[src/rtl/mem_access_unit_if.sv]
// Bus bundle between the memory-stage controller, the EX/MEM register,
// the data cache and the MEM/WB register.
interface mem_access_unit_if #(
    parameter int unsigned CNT_W = 32
);
    logic             dREN_EX_MEM;
    logic             dWEN_EX_MEM;
    logic             datomic_EX_MEM;
    logic [31:0]      result_EX_MEM;
    logic [31:0]      dmemstore_EX_MEM;
    logic             stall_ext;
    logic             dhit;
    logic [31:0]      dmemload;
    logic             ccinv;
    logic [31:0]      ccsnoopaddr;
    logic             dmemREN;
    logic             dmemWEN;
    logic [31:0]      dmemaddr;
    logic [31:0]      dmemstore;
    logic [31:0]      dmemload_MEM;
    logic             stall_mem;
    logic             enable_MEM_WB;
    logic             flush_MEM_WB;
    logic             link_valid;
    logic [31:0]      link_addr;
    logic [CNT_W-1:0] mem_stall_cnt;

    modport slave (
        input  dREN_EX_MEM, dWEN_EX_MEM, datomic_EX_MEM, result_EX_MEM,
               dmemstore_EX_MEM, stall_ext, dhit, dmemload, ccinv, ccsnoopaddr,
        output dmemREN, dmemWEN, dmemaddr, dmemstore, dmemload_MEM, stall_mem,
               enable_MEM_WB, flush_MEM_WB, link_valid, link_addr, mem_stall_cnt
    );

    modport master (
        output dREN_EX_MEM, dWEN_EX_MEM, datomic_EX_MEM, result_EX_MEM,
               dmemstore_EX_MEM, stall_ext, dhit, dmemload, ccinv, ccsnoopaddr,
        input  dmemREN, dmemWEN, dmemaddr, dmemstore, dmemload_MEM, stall_mem,
               enable_MEM_WB, flush_MEM_WB, link_valid, link_addr, mem_stall_cnt
    );
endinterface

[src/rtl/mem_access_unit.sv]
// Memory-stage controller: issues cache requests until dhit, manages MEM/WB
// enable/flush and the upstream freeze, and owns the LL/SC link register.
module mem_access_unit #(
    parameter int unsigned CNT_W = 32
) (
    input logic              CLK,
    input logic              RST,
    mem_access_unit_if.slave bus
);
    typedef enum logic [1:0] {IDLE, WAIT, HOLD} state_t;

    state_t           r_state;
    logic             r_link_valid;
    logic [31:0]      r_link_addr;
    logic [31:0]      r_hold;
    logic [CNT_W-1:0] r_cnt;

    logic        w_active;
    logic        w_link_hit;
    logic        w_snoop_hit;
    logic        w_sc;
    logic        w_sc_ok;
    logic        w_sc_fail;
    logic        w_req;
    logic        w_miss;
    logic        w_done;
    logic        w_link_set;
    logic        w_link_clr;
    logic [31:0] w_data;
    logic        w_unused;

    always_comb begin
        w_active    = (r_state != HOLD);
        w_link_hit  = r_link_valid & (bus.result_EX_MEM[31:2] == r_link_addr[31:2]);
        w_snoop_hit = bus.ccinv & (bus.ccsnoopaddr[31:2] == r_link_addr[31:2]);
        w_sc        = bus.dWEN_EX_MEM & bus.datomic_EX_MEM;
        w_sc_ok     = w_sc & w_link_hit;
        w_sc_fail   = w_sc & ~w_sc_ok;
        w_req       = (bus.dREN_EX_MEM | bus.dWEN_EX_MEM) & ~w_sc_fail;
        w_miss      = w_active & w_req & ~bus.dhit;
        w_done      = w_active & w_req & bus.dhit;
        w_link_set  = w_done & bus.dREN_EX_MEM & ~bus.dWEN_EX_MEM & bus.datomic_EX_MEM;
        // A failed SC never reaches the cache, so it retires the link on its own.
        w_link_clr  = (w_done & bus.dWEN_EX_MEM & (bus.datomic_EX_MEM | w_link_hit))
                    | (w_active & w_sc_fail)
                    | w_snoop_hit;
        w_data      = '0;
        if (bus.dWEN_EX_MEM) begin
            w_data = {31'b0, w_sc_ok};
        end else if (bus.dREN_EX_MEM && bus.dhit) begin
            w_data = bus.dmemload;
        end
    end

    assign w_unused = ^bus.ccsnoopaddr[1:0];

    assign bus.dmemaddr      = bus.result_EX_MEM;
    assign bus.dmemstore     = bus.dmemstore_EX_MEM;
    assign bus.dmemREN       = ~RST & w_active & w_req & ~bus.dWEN_EX_MEM;
    assign bus.dmemWEN       = ~RST & w_active & w_req & bus.dWEN_EX_MEM;
    assign bus.stall_mem     = ~RST & w_miss;
    assign bus.flush_MEM_WB  = ~RST & w_miss;
    assign bus.enable_MEM_WB = ~RST & (w_miss | ~bus.stall_ext);
    assign bus.dmemload_MEM  = RST ? '0 : ((r_state == HOLD) ? r_hold : w_data);
    assign bus.link_valid    = r_link_valid;
    assign bus.link_addr     = r_link_addr;
    assign bus.mem_stall_cnt = r_cnt;

    always_ff @(posedge CLK) begin
        if (RST) begin
            r_state      <= IDLE;
            r_link_valid <= 1'b0;
            r_link_addr  <= '0;
            r_hold       <= '0;
            r_cnt        <= '0;
        end else begin
            assert (!(bus.dREN_EX_MEM && bus.dWEN_EX_MEM));

            if (w_miss && !(&r_cnt)) begin
                r_cnt <= r_cnt + 1'b1;
            end

            if (w_link_set) begin
                r_link_valid <= 1'b1;
                r_link_addr  <= bus.result_EX_MEM;
            end else if (w_link_clr) begin
                r_link_valid <= 1'b0;
            end

            case (r_state)
                IDLE, WAIT: begin
                    if (w_done) begin
                        if (bus.stall_ext) begin
                            r_hold  <= w_data;
                            r_state <= HOLD;
                        end else begin
                            r_state <= IDLE;
                        end
                    end else if (w_miss) begin
                        r_state <= WAIT;
                    end else begin
                        r_state <= IDLE;
                    end
                end
                HOLD: begin
                    if (!bus.stall_ext) begin
                        r_state <= IDLE;
                    end
                end
                default: r_state <= IDLE;
            endcase
        end
    end
endmodule

[src/flat_wrapper.sv]
// flat-port wrapper written by rule: the top's interface ports become plain ports
module mem_access_unit_flat 
#(
    parameter int unsigned CNT_W = 32
)
  (CLK, RST, bus_dREN_EX_MEM, bus_dWEN_EX_MEM, bus_datomic_EX_MEM, bus_result_EX_MEM, bus_dmemstore_EX_MEM, bus_stall_ext, bus_dhit, bus_dmemload, bus_ccinv, bus_ccsnoopaddr, bus_dmemREN, bus_dmemWEN, bus_dmemaddr, bus_dmemstore, bus_dmemload_MEM, bus_stall_mem, bus_enable_MEM_WB, bus_flush_MEM_WB, bus_link_valid, bus_link_addr, bus_mem_stall_cnt);
  mem_access_unit_if #(.CNT_W(CNT_W)) bus_i ();
  input logic CLK;
  input logic RST;
  input wire logic [$bits(bus_i.dREN_EX_MEM)-1:0] bus_dREN_EX_MEM;
  input wire logic [$bits(bus_i.dWEN_EX_MEM)-1:0] bus_dWEN_EX_MEM;
  input wire logic [$bits(bus_i.datomic_EX_MEM)-1:0] bus_datomic_EX_MEM;
  input wire logic [$bits(bus_i.result_EX_MEM)-1:0] bus_result_EX_MEM;
  input wire logic [$bits(bus_i.dmemstore_EX_MEM)-1:0] bus_dmemstore_EX_MEM;
  input wire logic [$bits(bus_i.stall_ext)-1:0] bus_stall_ext;
  input wire logic [$bits(bus_i.dhit)-1:0] bus_dhit;
  input wire logic [$bits(bus_i.dmemload)-1:0] bus_dmemload;
  input wire logic [$bits(bus_i.ccinv)-1:0] bus_ccinv;
  input wire logic [$bits(bus_i.ccsnoopaddr)-1:0] bus_ccsnoopaddr;
  output wire logic [$bits(bus_i.dmemREN)-1:0] bus_dmemREN;
  output wire logic [$bits(bus_i.dmemWEN)-1:0] bus_dmemWEN;
  output wire logic [$bits(bus_i.dmemaddr)-1:0] bus_dmemaddr;
  output wire logic [$bits(bus_i.dmemstore)-1:0] bus_dmemstore;
  output wire logic [$bits(bus_i.dmemload_MEM)-1:0] bus_dmemload_MEM;
  output wire logic [$bits(bus_i.stall_mem)-1:0] bus_stall_mem;
  output wire logic [$bits(bus_i.enable_MEM_WB)-1:0] bus_enable_MEM_WB;
  output wire logic [$bits(bus_i.flush_MEM_WB)-1:0] bus_flush_MEM_WB;
  output wire logic [$bits(bus_i.link_valid)-1:0] bus_link_valid;
  output wire logic [$bits(bus_i.link_addr)-1:0] bus_link_addr;
  output wire logic [$bits(bus_i.mem_stall_cnt)-1:0] bus_mem_stall_cnt;
  assign bus_i.dREN_EX_MEM = bus_dREN_EX_MEM;
  assign bus_i.dWEN_EX_MEM = bus_dWEN_EX_MEM;
  assign bus_i.datomic_EX_MEM = bus_datomic_EX_MEM;
  assign bus_i.result_EX_MEM = bus_result_EX_MEM;
  assign bus_i.dmemstore_EX_MEM = bus_dmemstore_EX_MEM;
  assign bus_i.stall_ext = bus_stall_ext;
  assign bus_i.dhit = bus_dhit;
  assign bus_i.dmemload = bus_dmemload;
  assign bus_i.ccinv = bus_ccinv;
  assign bus_i.ccsnoopaddr = bus_ccsnoopaddr;
  assign bus_dmemREN = bus_i.dmemREN;
  assign bus_dmemWEN = bus_i.dmemWEN;
  assign bus_dmemaddr = bus_i.dmemaddr;
  assign bus_dmemstore = bus_i.dmemstore;
  assign bus_dmemload_MEM = bus_i.dmemload_MEM;
  assign bus_stall_mem = bus_i.stall_mem;
  assign bus_enable_MEM_WB = bus_i.enable_MEM_WB;
  assign bus_flush_MEM_WB = bus_i.flush_MEM_WB;
  assign bus_link_valid = bus_i.link_valid;
  assign bus_link_addr = bus_i.link_addr;
  assign bus_mem_stall_cnt = bus_i.mem_stall_cnt;
  mem_access_unit #(.CNT_W(CNT_W)) u_core (.CLK(CLK), .RST(RST), .bus(bus_i));
endmodule
[config.mk]
export PLATFORM = sky130hd
export DESIGN_NAME = mem_access_unit_flat
export DESIGN_NICKNAME = d
export VERILOG_FILES = /design/src/rtl/mem_access_unit_if.sv /design/src/rtl/mem_access_unit.sv /design/src/flat_wrapper.sv
export SDC_FILE = /design/constraint.sdc
export NUM_CORES = 1
export LEC_CHECK = 0
export BUFFER_PORTS_ARGS = -buffer_cell sky130_fd_sc_hd__buf_4
export CORE_MARGIN = 5
export CORE_UTILIZATION = 46
export CTS_BUF_LIST = sky130_fd_sc_hd__clkbuf_16
export DETAILED_ROUTE_END_ITERATION = 10
export PLACE_DENSITY = 0.79
export SYNTH_ARGS = -nofsm -noshare
export SYNTH_HDL_FRONTEND = slang
export SYNTH_SLANG_ARGS = --single-unit
[constraint.sdc]
create_clock -name CLK -period 2.9 [get_ports CLK]
set_input_delay 0.145 -clock CLK [delete_from_list [all_inputs] [get_ports CLK]]
set_output_delay 0.145 -clock CLK [all_outputs]
set_load 0.01 [all_outputs]
# --- Yosys cells after proc, flatten, opt, wreduce, memory -nomap -nowiden ---
# Index checks and enable logic that the tools add are counted.
word_totals:
  ff_bits: 99
  inputBits: 136
  out_inout_bits: 166
  word_cells: 63
classes:
  n_addsub: 1
  eq_ne: 6
  muxes: 11
  bitwise_logic: 32
  reduce_logical: 8
ops:
  columns: ["operator", "n"]
  rows:
  - ["32-bit two-way mux", 4]
  - ["30-bit == test", 2]
  - ["32-bit by 1-bit adder with 32-bit output (second input constant)", 1]
  - ["32-bit AND reduction", 1]
  - ["1-bit AND", 21]
  - ["2-bit two-way mux", 3]
  - ["1-bit inverter", 6]
  - ["1-bit bitwise OR", 5]
  - ["2-bit != test (second input constant)", 2]
  - ["2-bit one-hot mux with 2 select lines", 1]
  - ["1-bit two-way mux", 3]
  - ["3-bit AND reduction", 1]
  - ["2-bit by 1-bit == test with 1-bit output (second input constant)", 1]
  - ["2-bit == test (second input constant)", 1]
  - ["1-bit logical AND", 2]
  - ["2-bit logical NOT", 1]
  - ["2-bit nonzero test", 1]
  - ["2-bit OR reduction", 1]
  - ["1-bit logical NOT", 1]

# --- Depth between registers and ports, before layout ---
# Gate-level depths: netlist of the first run.
depth:
  ltp_word: 15
  ltp_mapped: 9
  mapped_depth_nobuf: 7

# --- Worst setup path before layout of the first run ---
# Ideal clock, no wire load.
synth_timing:
  kind: "reg-to-reg"
  startpoint: "register u_core.r_link_addr[10] (netlist: u_core.bus.link_addr[10])"
  endpoint: "register u_core.r_cnt[6] (netlist: u_core.bus.mem_stall_cnt[6])"
  arrival_time_ps: 2088
  required_ps: 2779
  slack_ps: 691
  stages_incl_launch_ff: 9
  n_path_buf: 2
  cell_sequence: "dfxtp_1 > xnor2_1 > nand4_1 > nor4_2 > a21oi_2 > buf_6 > buf_6 > nor4b_2 > mux2_2"
synth_via:
  elab_chain_len: 10
synth_lines:
  columns: ["element", "line_no", "rtl"]
  rows:
  - ["from (decl)", "mem_access_unit.sv:14", "logic [31:0] r_link_addr;"]
  - ["from (signal assigned)", "mem_access_unit.sv:85", "r_link_addr <= bus.result_EX_MEM;"]
  - ["30-bit == test", "mem_access_unit.sv:34", "w_link_hit = r_link_valid & (bus.result_EX_MEM[31:2] == r_link_addr[31:2]);"]
  - ["1-bit AND", "mem_access_unit.sv:34", null]
  - ["1-bit AND", "mem_access_unit.sv:37", "w_sc_ok = w_sc & w_link_hit;"]
  - ["1-bit inverter", "mem_access_unit.sv:38", "w_sc_fail = w_sc & ~w_sc_ok;"]
  - ["1-bit AND", "mem_access_unit.sv:38", null]
  - ["1-bit inverter", "mem_access_unit.sv:39", "w_req = (bus.dREN_EX_MEM | bus.dWEN_EX_MEM) & ~w_sc_fail;"]
  - ["1-bit AND", "mem_access_unit.sv:39", null]
  - ["1-bit AND (2 in series)", "mem_access_unit.sv:40", "w_miss = w_active & w_req & ~bus.dhit;"]
  - ["1-bit logical AND", "mem_access_unit.sv:79", "if (w_miss && !(&r_cnt)) begin"]
  - ["to (signal assigned)", "mem_access_unit.sv:80", "r_cnt <= r_cnt + 1'b1;"]
  - ["to (decl)", "mem_access_unit.sv:16", "logic [CNT_W-1:0] r_cnt;"]
# No other way between the ends.
# A chain may end at the register's enable or synchronous reset.

# --- Worst setup path in the final report of the first run ---
layout_timing:
  startpoint: "register u_core.r_link_addr[9] (netlist: u_core.bus.link_addr[9])"
  endpoint: "output bus_dmemWEN"
layout_via:
  elab_chain_len: 9
layout_lines:
  columns: ["element", "line_no", "rtl"]
  rows:
  - ["30-bit == test", "mem_access_unit.sv:34", null]
  - ["1-bit AND", "mem_access_unit.sv:34", null]
  - ["1-bit AND", "mem_access_unit.sv:37", null]
  - ["1-bit inverter", "mem_access_unit.sv:38", null]
  - ["1-bit AND", "mem_access_unit.sv:38", null]
  - ["1-bit inverter", "mem_access_unit.sv:39", null]
  - ["1-bit AND", "mem_access_unit.sv:39", null]
  - ["1-bit AND (2 in series)", "mem_access_unit.sv:60", "assign bus.dmemWEN = ~RST & w_active & w_req & bus.dWEN_EX_MEM;"]
  - ["to (decl)", "flat_wrapper.sv:21", "output wire logic [$bits(bus_i.dmemWEN)-1:0] bus_dmemWEN;"]
# No other way between the ends.

==> results.cfg, run 1 <==
[status]
status = completed

[cells_and_area]
fillers = 1190
layout.nets = 1050
areaGrowthSynthToFinish_pct = 28.47
drive_gt1_share_pct = 31.26
final_common_cell = buf_4
diodes = 0
layout_common_cells = buf_4, a21oi_1, nand2_1, dfxtp_1, nand4_1

[timing]
max_slew.worst_pin.slew_ps = 925.5
fmax_mhz = 380.1
setup_tns_ps = 0
period_share_pct = 90.73
slew_headroom_pct = 38.30
grt_setup_unrepaired = false
fin_crit_ps = 2631
setup_violations = 0
skew_ps = 8.225
hold_viol = 0
setup_ws_ps = 268.9
drv_slew = 0

[placement]
dpl_worst_slack_ps = 426.8
dp_hpwl_um = 13730
portBuffers = 235
routabilityCongestion = 0.8070

[clock_tree]
clk_latency_ps = 340
postCtsSetupBuffers = 0
clock_sink_count = 99
cts_tree = yes
cts_resized = 0
clkTransAtPathRegs_ps = 70
clock_path_buffers = 2
h-tree-depth = 3
root_buffer = clkbuf_16
cts_buffers = 9
hold_buffers = 0

[floorplan]
initial_core_util_pct = 46.92
ioPinCount = 302
die-area_um2 = 15240
die_w_um = 123.5
coreArea_um2 = 12620
rows = 41
die_h_um = 123.5

[logic_synthesis]
synthFlopType = dfxtp_1
synth_edf_count = 0
ys_ff_latch = 99
netlist_area_um2 = 5921
ys_warn_count = 0
postSynthCellCount = 778
yosysSeqAreaShare_pct = 33.47
syn-num-nets = 915
async_reset_ff_share_pct = 0
synthDistinctLibCells = 39
syn_area_per_cell_um2 = 7.610

[pwr]
p_leak_nw = 2.850
ir_worst_vdd_uv = 239.7
power.density_nw_per_um2 = 393.2

[drt]
vias = 6027
firstDrtPassIters = 5
drt-total-wl_um = 18580
routed.top_layer = met4
via_per_inst = 5.529
met3_wirelength_um = 1508
wl_met1_um = 7549
detail-route-antenna-nets = 0
route.met2.wl_um = 9091
drc = 0
post_drt_wl_per_cell_um = 17.05
drtIter0Drc = 467

[critical_path]
cp-end-kind = output port
arrival_ps = 2490
startpoint_type = flip-flop
crit_fanout = 32
worstRegToRegCells = 6
path_class = flip-flop to output port
crit_required_ps = 2760

[grt]
grt_use_total_pct = 23.69
grt_max_degree = 87
grt_pass1_vias = 5651
grt_pass1_wl_um = 28770
grt_overflow = 0
antenna_found_initial = 0

[hold_path]
worstHoldPathCells = 3
hp-class = primary input to flip-flop

[run]
maxCapViolations = 0
==> Yosys cell counts (all sizes together) (2+ instances only) <==
| library cell | instances | share of area (%) |
|---|---|---|
| buf | 77 | 9.4 |
| dfxtp | 99 | 33 |
| or4 | 18 | 2.3 |
| nor3b | 2 | 0.34 |
| nor3 | 10 | 0.85 |
| and3 | 2 | 0.21 |
| o31ai | 18 | 2.3 |
| a21oi | 119 | 10 |
| nand3 | 44 | 3.7 |
| nor4b | 3 | 0.55 |
| clkbuf | 51 | 3.2 |
| nor4 | 7 | 0.95 |
| nor2b | 11 | 1.2 |
| xor2 | 11 | 1.6 |
| nand2b | 4 | 0.42 |
| or3 | 6 | 0.63 |
| nor2 | 17 | 1.1 |
| nand4 | 58 | 6.1 |
| inv | 4 | 0.25 |
| mux2 | 11 | 2.1 |
| o21ai | 34 | 2.9 |
| nand3b | 2 | 0.25 |
| a311oi | 3 | 0.44 |
| xnor2 | 49 | 7.2 |
| and4 | 4 | 0.59 |
| nand2 | 108 | 6.8 |
==> layout make-up <==
| type | instances | area, um^2 | share of cell area (%) |
|---|---|---|---|
| tap | 172 | 215.2 | 2.829 |
| timing repair buffer | 252 | 1929 | 25.37 |
| clock buffer | 9 | 225.2 | 2.961 |
| multi-input combinational | 547 | 3196 | 42.01 |
| clock inverter | 7 | 43.79 | 0.5758 |
| sequential | 99 | 1982 | 26.06 |
| inverter | 4 | 15.01 | 0.1974 |
==> flip-flops by register name, indices dropped and copies added (netlist names) <==
name / count
u_core.r_state: 2
u_core.bus.mem_stall_cnt: 32
u_core.r_hold: 32
u_core.bus.link_valid: 1
u_core.bus.link_addr: 32
==> cell families after synthesis <==
logic type | share of synthesized area [%]
XOR/XNOR | 8.876
flip-flops | 33.47
adder cells (fa/ha/maj) | 0.2113
AO/OA/AOI/OAI | 15.98
AND/OR/NAND/NOR | 26.27
buffers and inverters | 12.93
multiplexers | 2.261
==> stage by stage <==
step                hold WS [ps]  cells  utilization [%]  instance area (um^2)  power [mW]
finish                     48.83   1090            60.27                  7606       2.991
CTS                        39.54   1090            60.22                  7600       3.029
detailed placement         290.1   1074            58.09                  7331       1.906
global placement           290.1   1074            58.09                  7331       1.901
floorplan                  254.7    778                -                  5921       1.714
global route               50.05   1090            60.27                  7606       3.119
==> final timing paths <==
path / start / slack [ps] / to
hold reg to reg: u_core.bus.link_addr[1] / 460 / u_core.bus.link_addr[1]
setup reg to reg: u_core.r_state[1] / 390 / u_core.bus.mem_stall_cnt[25]
setup / recovery: u_core.bus.link_addr[9] / 270 / bus_dmemWEN
hold / removal: bus_result_EX_MEM[1] / 50 / u_core.bus.link_addr[1]
==> power by group <==
part	total [mW]	switching (mW)	internal [mW]
logic	0.481	0.255	0.226
registers	1.39	0.0190	1.38
clock network	1.12	0.536	0.579
==> layer usage <==
metal	vias to the layer above	GRT usage [%]
met5	-	0
met4	0	8.927
met3	33	5.306
met2	254	40.37
met1	2778	29.12
li1	2962	-
==> worst max-delay path, cell delays in order, from the launching register on <==
cell and delay (ps):
dfxtp_1 360, xnor2_1 250, nand4_1 140, nor4_2 340, buf_4 200, a21oi_4 130, buf_4 270, nor4b_2 270
buf_4 170
Note: power is estimated with default switching activity, not from simulation.
==> run 2, diff against run 1 <==
- clock period: 2.9 -> 2.72 ns (I/O delays scaled with it)
==> run 2 against run 1 <==
Against the previous run: setup slack worse by 120 ps; clock-buffer cell count stayed put; clock power hardly changed; global-route usage is 0.64 points lower; hold slack better by 0.55 ps; combinational power is 8.3% higher; core utilization is 0.49 points higher; largest cell class unchanged.
==> results.cfg, run 2 (same netlist as run 1, synthesis figures left out) <==
[pwr]
power.density_nw_per_um2 = 410.3
ir_worst_vdd_uv = 209.7
power_mw = 3.146
p_leak_nw = 2.897

[timing]
max_slew.worst_pin.slew_ps = 914.9
slew_headroom_pct = 39.00
fmax_mhz = 388.9
drv_slew = 0
period_share_pct = 94.53
hold_viol = 0
grt_setup_unrepaired = false
fin_crit_ps = 2571
setup_tns_ps = 0
skew_ps = 7.824
setup_violations = 0

[drt]
post_drt_wl_per_cell_um = 17.22
via_per_inst = 5.541
vias = 6056
drt-total-wl_um = 18820
drtIter0Drc = 467
drc = 0
detail-route-antenna-nets = 0
firstDrtPassIters = 5

[floorplan]
initial_core_util_pct = 46.92
coreArea_um2 = 12620
rows = 41
ioPinCount = 302
die-area_um2 = 15240
die_w_um = 123.5
die_h_um = 123.5

[clock_tree]
clk_latency_ps = 340
cts_buffers = 9
cts_tree = yes
clock_path_buffers = 2
clock_sink_count = 99
hold_buffers = 0
clkTransAtPathRegs_ps = 60
root_buffer = clkbuf_16
h-tree-depth = 3

[grt]
grt_overflow = 0
grt_use_total_pct = 23.04
grt_pass1_vias = 5531
grt_max_degree = 64
grt_pass1_wl_um = 27930
antenna_found_initial = 0

[critical_path]
cpPeakStageDelay_ps = 410
r2r-end = u_core.bus.mem_stall_cnt[21]
crit_cells = 8
crit_required_ps = 2580
reg2reg_slack_ps = 330
startpoint_type = flip-flop
arrival_ps = 2440
reg2reg_from = u_core.r_state[1]
setup.worst_path.end = bus_dmemWEN
cp.buffers_inverters = 3
path_class = flip-flop to output port
cp-end-kind = output port
crit_chain = xnor2_1 > nand4_1 > nor4_4 > buf_6 > a21oi_4 > buf_12 > nor4b_1 > buf_4
crit_start = u_core.bus.link_addr[26]
cp_top_family = simple AND/OR/NAND/NOR gates
cp_slowest_cell = dfxtp_1
crit_fanout = 32
worstRegToRegCells = 6

[cells_and_area]
final_common_cell = buf_4
drive_gt1_share_pct = 32.36
layout.nets = 1054
diodes = 0
finish.utilization_pct = 60.76
seq_area_um2 = 1993
final_area_um2 = 7667
areaGrowthSynthToFinish_pct = 29.50
fillers = 1176
layout_common_cells = buf_4, a21oi_1, nand2_1, dfxtp_1, nand4_1
multi_input_area_um2 = 3237
finalNonFillerCells = 1093

[placement]
dp.cells = 1077
portBuffers = 235
routabilityCongestion = 0.7999
placed_cell_area_um2 = 7341
dp_hpwl_um = 13630

[run]
maxCapViolations = 0

[hold_path]
hp-class = primary input to flip-flop

[status]
status = completed
-- run 2: per-layer routing --
layer  wire [um]  track usage, %  part of all wire, %
met5           0               0                    0
met4         448           8.651                  2.4
met3        1479           4.803                  7.9
met2        9305           39.38                   49
met1        7583           28.49                   40
-- run 2: worst reg2reg max path: stages, from the launching register on --
cell and delay (ps):
dfxtp_1 350, nor2b_2 170, or3_1 500, nor2_1 260
nand3_1 350, or4_1 570, a21oi_1 150
-- run 2: through the flow --
step	hold WS, ps	setup WS, ps
floorplan	245.7	510.8
global placement	272.1	288.5
detailed placement	272.1	215.9
CTS	39.23	23.50
global route	54.71	3.740
finish	49.37	148.9
-- run 2: repair_timing --
action,in CTS,in global routing
endpoints found under the setup margin,1,1
setup buffers,0,0
pin swaps,2,3
cloned,0,1
gates resized for setup,5,13
-- run 2: worst min path at each step --
stage	start	end	slack, ps	cells after the start
after floorplan	bus_dWEN_EX_MEM	u_core.bus.link_valid	250	1
final	bus_result_EX_MEM[1]	u_core.bus.link_addr[1]	50	3
after global placement	bus_dmemstore_EX_MEM[0]	bus_dmemstore[0]	270	0
after detailed placement	bus_dmemstore_EX_MEM[0]	bus_dmemstore[0]	270	0
after CTS	bus_result_EX_MEM[1]	u_core.bus.link_addr[1]	40	3
after global routing	bus_result_EX_MEM[0]	u_core.bus.link_addr[0]	50	3
-- run 2: cell type report --
cell class / count / area share [%]
Multi-Input combinational cell: 548 / 42.22
Sequential cell: 99 / 26.00
Timing Repair Buffer: 255 / 25.51
Clock buffer: 9 / 2.937
Tap cell: 172 / 2.807
Clock inverter: 6 / 0.3427
Inverter: 4 / 0.1958
-- run 2: power breakdown --
group | switching [mW] | internal (mW) | leakage (nW)
sequential | 0.0204 | 1.47 | 0.804
clock | 0.537 | 0.600 | 0.126
combinational | 0.274 | 0.247 | 1.97
total | 0.831 | 2.31 | 2.90
==> run 3, diff against run 2 <==
- CORE_ASPECT_RATIO: not set -> 1.2
==> run 3 against run 2 <==
Against the previous run: first-iteration DRC count down 17%; sequential share of layout area fell by 0.15 points; design area about the same; hold slack worse by 3.2 ps; die area about the same; via count increased by 1.1%; critical path depth is the same; largest cell class unchanged; clock-buffer cell count stayed put; fmax down 1.6%.
==> results.cfg, run 3 (same netlist as run 1, synthesis figures left out) <==
[run]
maxCapViolations = 0

[clock_tree]
clk_latency_ps = 340
cts_resized = 0
clock_path_buffers = 2
clock_sink_count = 99
cts_buffers = 9
cts_tree = yes
hold_buffers = 0
postCtsSetupBuffers = 0
clkTransAtPathRegs_ps = 70
root_buffer = clkbuf_16
h-tree-depth = 3

[cells_and_area]
final_common_cell = buf_4
final_area_um2 = 7669
diodes = 0
layout.nets = 1057
fillers = 1164
areaGrowthSynthToFinish_pct = 29.52
layout_common_cells = buf_4, a21oi_1, nand2_1, dfxtp_1, nand4_1
drive_gt1_share_pct = 31.49
finish.utilization_pct = 60.53

[critical_path]
arrival_ps = 2480
path_class = flip-flop to output port
crit_required_ps = 2580
crit_fanout = 41
cp-end-kind = output port
startpoint_type = flip-flop
reg2reg_from = u_core.bus.link_addr[10]
crit_start = u_core.bus.link_addr[10]

[drt]
drc = 0
post_drt_wl_per_cell_um = 17.60
detail-route-antenna-nets = 0
drtIter0Drc = 388
via_per_inst = 5.626
vias = 6121
firstDrtPassIters = 5
drt-total-wl_um = 19150

[grt]
grt_use_total_pct = 23.72
grt_overflow = 0
grt_pass1_wl_um = 29350
grtUsageMet3_pct = 6.498
grt_max_degree = 70
antenna_found_initial = 2
grt_pass1_vias = 5684
use_met1_pct = 27.97
busiest_layer = met2
use_met2_pct = 40.08

[floorplan]
initial_core_util_pct = 46.74
die_h_um = 134.3
die_w_um = 113.6
die-area_um2 = 15250
coreArea_um2 = 12670
rows = 45
ioPinCount = 302

[status]
status = completed

[timing]
fmax_mhz = 382.7
grt_setup_unrepaired = false
slew_headroom_pct = 38.64
max_slew.worst_pin.slew_ps = 920.4
period_share_pct = 96.06
setup_violations = 0
setup_ws_ps = 107.3
drv_slew = 0
hold_viol = 0
skew_ps = 9.796
setup_tns_ps = 0
fin_crit_ps = 2613

[pwr]
power.density_nw_per_um2 = 436.4
power_mw = 3.347
ir_worst_vdd_uv = 252.4
p_leak_nw = 2.896

[placement]
dpl_worst_slack_ps = 319.7
routabilityCongestion = 0.8596
portBuffers = 235
placed_cell_area_um2 = 7361
dp_hpwl_um = 14440

[hold_path]
worstHoldStart = bus_result_EX_MEM[1]
hp-class = primary input to flip-flop
-- run 3: cell types whose count changed in the layout (fill, tap and decap cells not counted), moves of 4 or more --
cell,previous run,this run
dfxtp_2,9,0
xnor2_2,4,0
buf_4,251,257
xnor2_1,45,49
dfxtp_1,90,99
-- run 3: final cells by class --
cell class | count | area [um^2] | area share, %
Clock buffer | 9 | 225.2 | 2.937
Clock inverter | 6 | 82.58 | 1.077
Inverter | 4 | 15.01 | 0.1958
Multi-Input combinational cell | 547 | 3189 | 41.59
Sequential cell | 99 | 1982 | 25.84
Tap cell | 164 | 205.2 | 2.676
Timing Repair Buffer | 259 | 1969 | 25.68
-- run 3: worst paths after layout --
| kind | endpoint | slack (ps) | depth (start not counted) |
|---|---|---|---|
| setup / recovery | bus_dmemWEN | 110 | 8 |
| hold / removal | u_core.bus.link_addr[1] | 50 | 3 |
| setup reg to reg | u_core.bus.mem_stall_cnt[6] | 270 | 8 |
| hold reg to reg | u_core.bus.link_addr[1] | 460 | 2 |
-- run 3: power breakdown --
| group | leakage (nW) | switching, mW | total (mW) | internal [mW] |
|---|---|---|---|---|
| clock network | 0.146 | 0.551 | 1.35 | 0.795 |
| registers | 0.799 | 0.0195 | 1.49 | 1.47 |
| logic | 1.95 | 0.272 | 0.513 | 0.241 |
| total | 2.90 | 0.843 | 3.35 | 2.50 |
-- run 3: routing by layer --
layer,part of all wire (%),up-vias
met1,39,2851
met4,3.2,4
met2,49,239
li1,-,2982
met5,0.11,-
met3,8.8,45
-- run 3: metrics by stage --
step | hold WS, ps | instances
final | 46.17 | 1088
after detailed placement | 272.1 | 1073
after floorplan | 245.7 | 778
after CTS | 34.74 | 1088
after global routing | 53.29 | 1088
after global placement | 272.1 | 1073
-- run 3: worst max-delay path: stages (launching register included) --
cell and delay, ps:
dfxtp_1 360, xnor2_1 340, nand4_1 150, nor4_2 300, buf_4 180, a21oi_4 130
buf_12 200, nor4b_1 270, buf_4 180
